File: config.mk
export PLATFORM = sky130hd
export DESIGN_NAME = ifu
export DESIGN_NICKNAME = d
export VERILOG_FILES = /design/src/rtl/ifu_pkg.sv /design/src/rtl/ifu_queue.sv /design/src/rtl/ifu.sv
export SDC_FILE = /design/constraint.sdc
export NUM_CORES = 1
export LEC_CHECK = 0
export CAP_MARGIN = 25
export CORE_UTILIZATION = 56
export DETAILED_ROUTE_END_ITERATION = 8
export GPL_ROUTABILITY_DRIVEN = 0
export PLACE_DENSITY_LB_ADDON = 0.25
export SYNTH_ARGS = -nofsm -noshare
export SYNTH_HDL_FRONTEND = slang
export SYNTH_SLANG_ARGS = --single-unit
File: constraint.sdc
create_clock -name clk -period 6.1 [get_ports clk]
set_input_delay 1.22 -clock clk [delete_from_list [all_inputs] [get_ports clk]]
set_output_delay 1.22 -clock clk [all_outputs]
set_load 0.01 [all_outputs]
File: src/rtl/ifu_pkg.sv
// Shared types and widths for the instruction fetch unit.
package ifu_pkg;

   localparam int unsigned XLEN    = 32;
   localparam int unsigned ENTRY_W = 2 * XLEN;

   localparam logic [XLEN-1:0] RESET_PC_DEFAULT = 32'h0000_0000;

   typedef struct packed {
      logic [XLEN-1:0] pc;
      logic [XLEN-1:0] inst;
   } fetch_entry_t;

   function automatic logic [XLEN-1:0] word_align(input logic [XLEN-1:0] a);
      return {a[XLEN-1:2], 2'b00};
   endfunction

endpackage

File: src/rtl/ifu_queue.sv
// Small circular FIFO holding fetched {pc, inst} pairs; flush empties it in one cycle.
module ifu_queue
   import ifu_pkg::*;
#(
   parameter int unsigned DEPTH = 2
) (
   input  logic                    clk,
   input  logic                    rst,
   input  logic                    push_i,
   input  logic [ENTRY_W-1:0]      data_i,
   input  logic                    pop_i,
   input  logic                    flush_i,
   output logic [ENTRY_W-1:0]      head_o,
   output logic [$clog2(DEPTH):0]  count_o,
   output logic                    empty_o
);

   localparam int unsigned PW = (DEPTH > 1) ? $clog2(DEPTH) : 1;
   localparam int unsigned CW = $clog2(DEPTH) + 1;

   logic [ENTRY_W-1:0] mem_q [DEPTH];
   logic [ENTRY_W-1:0] mem_d [DEPTH];
   logic [PW-1:0]      wr_q, wr_d;
   logic [PW-1:0]      rd_q, rd_d;
   logic [CW-1:0]      count_q, count_d;
   logic               do_push;
   logic               do_pop;

   // Flush wins over any push/pop in the same cycle.
   always_comb begin
      do_push = push_i && !flush_i;
      do_pop  = pop_i && !flush_i && (count_q != '0);
      mem_d   = mem_q;
      wr_d    = wr_q + PW'(do_push);
      rd_d    = rd_q + PW'(do_pop);
      count_d = count_q + CW'(do_push) - CW'(do_pop);
      if (do_push) begin
         mem_d[wr_q] = data_i;
      end
      if (flush_i) begin
         wr_d    = '0;
         rd_d    = '0;
         count_d = '0;
      end
   end

   always_ff @(posedge clk) begin
      if (rst) begin
         for (int i = 0; i < int'(DEPTH); i++) begin
            mem_q[i] <= '0;
         end
         wr_q    <= '0;
         rd_q    <= '0;
         count_q <= '0;
      end else begin
         mem_q   <= mem_d;
         wr_q    <= wr_d;
         rd_q    <= rd_d;
         count_q <= count_d;
      end
   end

   assign head_o  = mem_q[rd_q];
   assign count_o = count_q;
   assign empty_o = (count_q == '0);

endmodule

File: src/rtl/ifu.sv
// Instruction fetch unit: owns the PC, issues credit-limited word fetches and
// queues returned instructions toward if_id; ex redirects flush the stream.
module ifu
   import ifu_pkg::*;
#(
   parameter logic [XLEN-1:0] RESET_PC = RESET_PC_DEFAULT,
   parameter int unsigned     QDEPTH   = 2
) (
   input  logic            clk,
   input  logic            rst,
   output logic            imem_req_o,
   output logic [XLEN-1:0] imem_addr_o,
   input  logic            imem_gnt_i,
   input  logic            imem_rvalid_i,
   input  logic [XLEN-1:0] imem_rdata_i,
   input  logic            jump_en_i,
   input  logic [XLEN-1:0] jump_addr_i,
   output logic            inst_valid_o,
   input  logic            inst_ready_i,
   output logic [XLEN-1:0] inst_o,
   output logic [XLEN-1:0] instaddr_o
);

   localparam int unsigned CW = $clog2(QDEPTH) + 1;
   localparam int unsigned SW = CW + 1;

   logic [XLEN-1:0]    pc_q, pc_d;
   logic [XLEN-1:0]    rsp_pc_q, rsp_pc_d;
   logic [CW-1:0]      outstanding_q, outstanding_d;
   logic [CW-1:0]      discard_q, discard_d;
   logic               gnt_fire;
   logic               q_push;
   logic               q_pop;
   logic               q_empty;
   logic [CW-1:0]      q_count;
   logic [ENTRY_W-1:0] q_head_raw;
   fetch_entry_t       q_head;
   fetch_entry_t       q_wdata;

   // Credit rule: queued + in-flight words never exceed the queue depth.
   always_comb begin
      imem_req_o    = !rst && !jump_en_i &&
                      ((SW'(q_count) + SW'(outstanding_q)) < SW'(QDEPTH));
      gnt_fire      = imem_req_o && imem_gnt_i;
      pc_d          = pc_q;
      rsp_pc_d      = rsp_pc_q;
      discard_d     = discard_q;
      q_push        = 1'b0;
      outstanding_d = outstanding_q + CW'(gnt_fire) - CW'(imem_rvalid_i);
      if (gnt_fire) begin
         pc_d     = pc_q + XLEN'(4);
         rsp_pc_d = pc_q;
      end
      if (imem_rvalid_i) begin
         if (discard_q != '0) begin
            discard_d = discard_q - CW'(1);
         end else begin
            q_push = 1'b1;
         end
      end
      // Redirect: words still in flight after this cycle belong to the old stream.
      if (jump_en_i) begin
         pc_d      = word_align(jump_addr_i);
         discard_d = outstanding_d;
      end
      q_pop = inst_valid_o && inst_ready_i;
   end

   always_ff @(posedge clk) begin
      if (rst) begin
         pc_q          <= RESET_PC;
         rsp_pc_q      <= '0;
         outstanding_q <= '0;
         discard_q     <= '0;
      end else begin
         pc_q          <= pc_d;
         rsp_pc_q      <= rsp_pc_d;
         outstanding_q <= outstanding_d;
         discard_q     <= discard_d;
      end
   end

   assign q_wdata = '{pc: rsp_pc_q, inst: imem_rdata_i};

   ifu_queue #(
      .DEPTH (QDEPTH)
   ) u_queue (
      .clk     (clk),
      .rst     (rst),
      .push_i  (q_push),
      .data_i  (q_wdata),
      .pop_i   (q_pop),
      .flush_i (jump_en_i),
      .head_o  (q_head_raw),
      .count_o (q_count),
      .empty_o (q_empty)
   );

   assign q_head       = fetch_entry_t'(q_head_raw);
   assign imem_addr_o  = word_align(pc_q);
   assign inst_valid_o = !q_empty;
   assign inst_o       = q_empty ? '0 : q_head.inst;
   assign instaddr_o   = q_empty ? '0 : q_head.pc;

endmodule

---- Word-level counts from Yosys, hierarchy flattened ----
Cells that the tools add are included.
cells by class
  add/subtract/negate cells ............... 9
  $lt $le $gt $ge ......................... 4
  muxes and demuxes ....................... 15
  bitwise operators ....................... 2
  reduce and logical (&&, ||, !) cells .... 19
operators with widths
  operator                                                              count
  64-bit 2-to-1 mux                                                     4
  128-bit bitwise mux                                                   1
  32-bit 2-to-1 mux                                                     4
  64-bit demux with 1-bit select                                        1
  32-bit by 3-bit adder with 32-bit output, second input constant       1
  2-bit nonzero test                                                    5
  1-bit logical AND                                                     8
  2-bit 2-to-1 mux                                                      3
  2-bit by 1-bit adder with 2-bit output                                2
  2-bit greater-or-equal comparator, second input constant              2
  1-bit inverter with 2-bit output                                      2
  2-bit by 1-bit subtractor with 2-bit output                           2
  2-bit by 2-bit adder with 3-bit output                                1
  1-bit logical NOT                                                     3
  3-bit by 2-bit < comparator with 1-bit output, second input constant  1
  1-bit adder                                                           2
  2-bit logical NOT                                                     1
  2-bit by 1-bit < comparator with 1-bit output, second input constant  1
  1-bit 2-to-1 mux                                                      2
  2-bit AND reduction                                                   1
  2-bit OR reduction                                                    1
  2-bit by 1-bit subtractor with 2-bit output, second input constant    1
word-level totals
  register bits ........................... 200
  input port bits ......................... 70
  output and inout port bits .............. 98

---- Logic depth before layout (Yosys ltp) ----
  depth in word-level cells ............... 7
  mapped depth ............................ 15
  gate-level depth less buffers ........... 13

---- Modules after synthesis ----
A second synthesis with hierarchy kept.
second synthesis, totals
  cell total of the unflattened synthesis .. 1036
  area, all modules ....................... 8881.0 sq um
modules (own cells, without submodules)
  module     instances  cells each  area each (sq um)  sequential area each (sq um)
  ifu_queue  1          580         5391.4             2642.5
  ifu        1          456         3489.6             1281.2

---- Worst setup path before layout ----
OpenSTA, ideal clock, no wires.
  kind .................................... input port to flip-flop
  start ................................... in jump_en_i
  end ..................................... reg u_queue.mem_q[121] (netlist name)
  setup time .............................. 128 ps
  arrival time ............................ 3140 ps
  required time ........................... 5972 ps
  path slack .............................. 2832 ps
  stages .................................. 9
  path buffers ............................ 5
  path through ............................ clkbuf_1 -> buf_1 -> buf_1 -> nor2_1 -> ha_1 -> clkbuf_1 -> buf_1 -> mux2i_1 -> nor2_1
on the way
  word-level cells in the longest chain between the ends .. 2
ends and longest elaborated chain
  what                  line             source
  from (decl)           ifu.sv:16        input logic jump_en_i,
  1-bit logical NOT     ifu_queue.sv:31  do_push = push_i && !flush_i;
  1-bit logical AND     ifu_queue.sv:31
  to (signal assigned)  ifu_queue.sv:56  mem_q <= mem_d;
  to (decl)             ifu_queue.sv:21  logic [ENTRY_W-1:0] mem_q [DEPTH];
No other way between the ends.
A chain may end at the register's enable or synchronous reset.

---- Final worst setup path ----
  start ................................... in rst
  end ..................................... out imem_req_o
on the way
  word-level cells in the longest chain between the ends .. 3
ends and longest elaborated chain
  what                            line       source
  from (decl)                     ifu.sv:10  input logic rst,
  1-bit logical NOT               ifu.sv:42  imem_req_o = !rst && !jump_en_i &&
  1-bit logical AND (2 in a row)  ifu.sv:42
  to (decl)                       ifu.sv:11  output logic imem_req_o,
No other way between the ends.

==> impl_metrics.sql <==
INSERT INTO impl_metrics (metric_group, metric, value, unit) VALUES
('synthesis', 'asyncSetResetFlopFracSynth', '0', '%'),
('critical_path', 'timing.critical_path.to_type', 'output pin', ''),
('floorplanning', 'rows', '44', ''),
('critical_path', 'r2r-start', 'u_queue.count_o[0]', ''),
('power', 'pwr-share-seq', '49.7', '%'),
('critical_path', 'worst_setup_path_start_kind', 'primary input', ''),
('timing', 'timing.clock.skew', '0.0109', 'ns'),
('cts', 'h-tree-depth', '4', ''),
('cts', 'cts_buffer_depth', '2', ''),
('cts', 'clock-sinks', '192', ''),
('route', 'residual_drc_count', '0', ''),
('power', 'power.density_cell_area', '250', 'nW/um^2'),
('synthesis', 'yosysUniqueCellTypes', '46', ''),
('global_route', 'pin_count_of_the_biggest_net_entering_global_routing', '120', ''),
('timing', 'final-setup-viol-count', '0', ''),
('power', 'power_report.internal_total', '2.00', 'mW'),
('timing', 'fin_setup_tns', '0', 'ns'),
('cells_and_area', 'diodes', '0', ''),
('timing', 'timing_worst_slew_pin_value', '0.990', 'ns'),
('cells_and_area', 'summed_area_of_non_filler_cells_in_the_final_layout', '10800', 'um^2'),
('critical_path', 'crit_path_cell_trace', 'buf_6 -> or2_2 -> nor3_1 -> clkdlybuf4s50_1', ''),
('synthesis', 'seq_area_frac_synth', '44.7', '%'),
('min_path', 'hold_end', 'rsp_pc_q[6]', ''),
('status', 'status', 'complete, no violations', ''),
('cts', 'tritoncts', 'yes', ''),
('power', 'power_switching', '700', 'uW'),
('critical_path', 'worst_r2r_end', 'discard_q[1]', ''),
('timing', 'final.period_utilization', '65.4', '%'),
('cts', 'post_cts_resized', '0', ''),
('critical_path', 'critical_path_arrival', '2.77', 'ns'),
('cts', 'cts_setup_buffers', '0', ''),
('floorplanning', 'initial_util', '58.3', '%'),
('floorplanning', 'full_die_area', '15900', 'um^2'),
('synthesis', 'synth_seq_cells', '192', ''),
('power', 'netSwitchingFraction', '25.9', '%'),
('route', 'post_drt_via_cell_ratio', '5.37', ''),
('power', 'leakagePower', '3.63', 'nW'),
('power', 'clkPwrFrac', '38.4', '%'),
('critical_path', 'worst_path_largest_cell_delay', '0.57', 'ns'),
('cells_and_area', 'final_nets', '1158', ''),
('floorplanning', 'floorplan.io_pins', '168', ''),
('route', 'post_drt_wl_per_cell', '15.5', 'um'),
('cts', 'clkSlewWorstSetupHoldPaths', '0.07', 'ns'),
('timing', 'fmax', '0.251', 'GHz'),
('cells_and_area', 'fill_cell_total_of_the_finished_layout', '1122', ''),
('critical_path', 'critical-path-top-delay-family', 'buffers and inverters', ''),
('global_route', 'antenna_found_initial', '0', ''),
('synthesis', 'top_post_synthesis_cells_by_area', 'sky130_fd_sc_hd__dfxtp_1, sky130_fd_sc_hd__mux2i_1, sky130_fd_sc_hd__nor2_1, sky130_fd_sc_hd__nand2_1, sky130_fd_sc_hd__a21oi_1', ''),
('synthesis', 'yosysWarningCount', '0', ''),
('synthesis', 'synth_largest_area_cell', 'sky130_fd_sc_hd__dfxtp_1', ''),
('power', 'combinationalPowerShare', '11.8', '%'),
('global_route', 'grt_pass1_vias', '6529', ''),
('floorplanning', 'dieHeight', '126', 'um'),
('synthesis', 'postSynthAreaPerCell', '8.99', 'um^2'),
('min_path', 'worst_hold_path_depth', '2', ''),
('global_route', 'grt_first_pass_wirelength', '32.3', 'mm'),
('cells_and_area', 'syn2layout_area_growth', '25.7', '%'),
('synthesis', 'syn_inst', '958', ''),
('critical_path', 'reg2reg_setup_slack', '2.97', 'ns'),
('min_path', 'holdCritStartpoint', 'rsp_pc_q[6]', ''),
('timing', 'slew_viol_final', '0', ''),
('timing', 'timing.final.hold_violations', '0', ''),
('synthesis', 'post-synth-top-area-fraction', '44.7', '%'),
('cts', 'cts_hold_repair.buffers', '0', ''),
('job', 'max-cap-violations', '0', ''),
('floorplanning', 'placeableCoreArea', '14800', 'um^2'),
('global_route', 'globalRouteOverflowTotal', '0', ''),
('synthesis', 'postSynth.topFlopCell', 'sky130_fd_sc_hd__dfxtp_1', ''),
('critical_path', 'criticalPathCategory', 'primary input to output pin', ''),
('route', 'wirelength', '19.8', 'mm'),
('floorplanning', 'die_w', '126', 'um');
## power groups by stage
| stage | clock, mW | sequential, mW | combinational, mW |
|---|---|---|---|
| after CTS | 1.06 | 1.34 | 0.321 |
| after detailed placement | 0 | 1.37 | 0.319 |
| after global placement | 0 | 1.37 | 0.312 |
| after global routing | 1.12 | 1.35 | 0.348 |
| after floorplan | 0 | 1.36 | 0.197 |
| final | 1.04 | 1.34 | 0.319 |
## routing by layer
layer	GRT usage, %	wire (um)
met5	0	0
met4	9.14	325
met3	5.65	1040
met2	41.8	9100
met1	33.2	9330
## cell families after synthesis
logic type | synth area share (%)
simple gates | 18.9
flops | 44.7
mux | 22.0
buf+inv | 4.55
compound gates | 5.55
xor+xnor | 2.95
fa+ha+maj | 1.40
other cells | 0.0436
## how the worst max path moves through the flow
| stage | slack (ns) | end | start |
|---|---|---|---|
| floorplan | 2.83 | u_queue.mem_q[121] | jump_en_i |
| global placement | 2.05 | imem_req_o | rst |
| detailed placement | 2.06 | imem_req_o | rst |
| CTS | 2.06 | imem_req_o | rst |
| global route | 2.01 | imem_req_o | rst |
| finish | 2.11 | imem_req_o | rst |
## per-stage QoR
stage               hold WS, ns  setup slack, ns  util, %  std cells  power (mW)
floorplan                 0.449             2.83        -        961        1.55
CTS                       0.476             2.06     73.3       1276        2.72
finish                    0.473             2.11     73.3       1276        2.70
global placement          0.461             2.05     69.4       1243        1.68
detailed placement        0.466             2.06     69.5       1244        1.69
global route              0.497             2.01     73.3       1276        2.81
## cell type report
class | count | area [um^2] | area share (%)
tap | 184 | 230 | 2.13
multi-input combinational | 679 | 4420 | 40.8
sequential | 192 | 3850 | 35.6
clock buffer | 18 | 450 | 4.16
clock inverter | 14 | 106 | 0.983
timing repair buffer | 170 | 1700 | 15.7
inverter | 19 | 71.3 | 0.659
## registers in the layout, indices dropped and copies added (netlist names)
name             cells
u_queue.count_o      2
discard_q            2
pc_q                30
rsp_pc_q            30
outstanding_q        2
u_queue.mem_q      124
u_queue.wr_q         1
u_queue.rd_q         1
## cell usage after synthesis (3+ instances only)
master                     instances
sky130_fd_sc_hd__nor2_1          213
sky130_fd_sc_hd__dfxtp_1         192
sky130_fd_sc_hd__mux2i_1         189
sky130_fd_sc_hd__nand2_1          77
sky130_fd_sc_hd__a21oi_1          51
sky130_fd_sc_hd__clkbuf_1         32
sky130_fd_sc_hd__inv_1            18
sky130_fd_sc_hd__buf_2            16
sky130_fd_sc_hd__xnor2_1          16
sky130_fd_sc_hd__buf_1            15
sky130_fd_sc_hd__nand4_1          15
sky130_fd_sc_hd__nand3_1          13
sky130_fd_sc_hd__xor2_1           13
sky130_fd_sc_hd__nor2b_1          11
sky130_fd_sc_hd__ha_1              8
sky130_fd_sc_hd__o21a_1            8
sky130_fd_sc_hd__o21ai_0           8
sky130_fd_sc_hd__buf_4             7
sky130_fd_sc_hd__nor3_1            6
sky130_fd_sc_hd__o22ai_1           5
sky130_fd_sc_hd__nor4_1            4
sky130_fd_sc_hd__nor4_2            4
sky130_fd_sc_hd__a21o_1            3
sky130_fd_sc_hd__nor4_4            3
sky130_fd_sc_hd__o21ai_1           3
sky130_fd_sc_hd__or3_1             3
## worst register-to-register path: stages (launching register included)
cell and delay (ns):
sky130_fd_sc_hd__dfxtp_1 0.41, sky130_fd_sc_hd__and2_1 0.18, sky130_fd_sc_hd__fa_1 0.46, sky130_fd_sc_hd__or3b_1 0.66, sky130_fd_sc_hd__nor2_4 0.20, sky130_fd_sc_hd__inv_2 0.04
sky130_fd_sc_hd__ha_1 0.26, sky130_fd_sc_hd__inv_1 0.06, sky130_fd_sc_hd__ha_1 0.15, sky130_fd_sc_hd__xor2_1 0.19, sky130_fd_sc_hd__xnor2_1 0.14, sky130_fd_sc_hd__nor2_1 0.07
sky130_fd_sc_hd__nand2_1 0.10, sky130_fd_sc_hd__o21ai_0 0.09
## placed cells by master (no fill, tap or decap), types with 8 or more instances in the layout
cell,count
sky130_fd_sc_hd__a21oi_1,51
sky130_fd_sc_hd__buf_4,8
sky130_fd_sc_hd__clkbuf_16,18
sky130_fd_sc_hd__clkdlybuf4s50_1,159
sky130_fd_sc_hd__dfxtp_1,191
sky130_fd_sc_hd__inv_1,18
sky130_fd_sc_hd__mux2i_1,189
sky130_fd_sc_hd__nand2_1,77
sky130_fd_sc_hd__nand3_1,13
sky130_fd_sc_hd__nand4_1,15
sky130_fd_sc_hd__nor2_1,212
sky130_fd_sc_hd__nor2b_1,11
sky130_fd_sc_hd__o21a_1,8
sky130_fd_sc_hd__o21ai_0,8
sky130_fd_sc_hd__xnor2_1,16
sky130_fd_sc_hd__xor2_1,13
No activity file was read; power rests on OpenSTA's default activity.
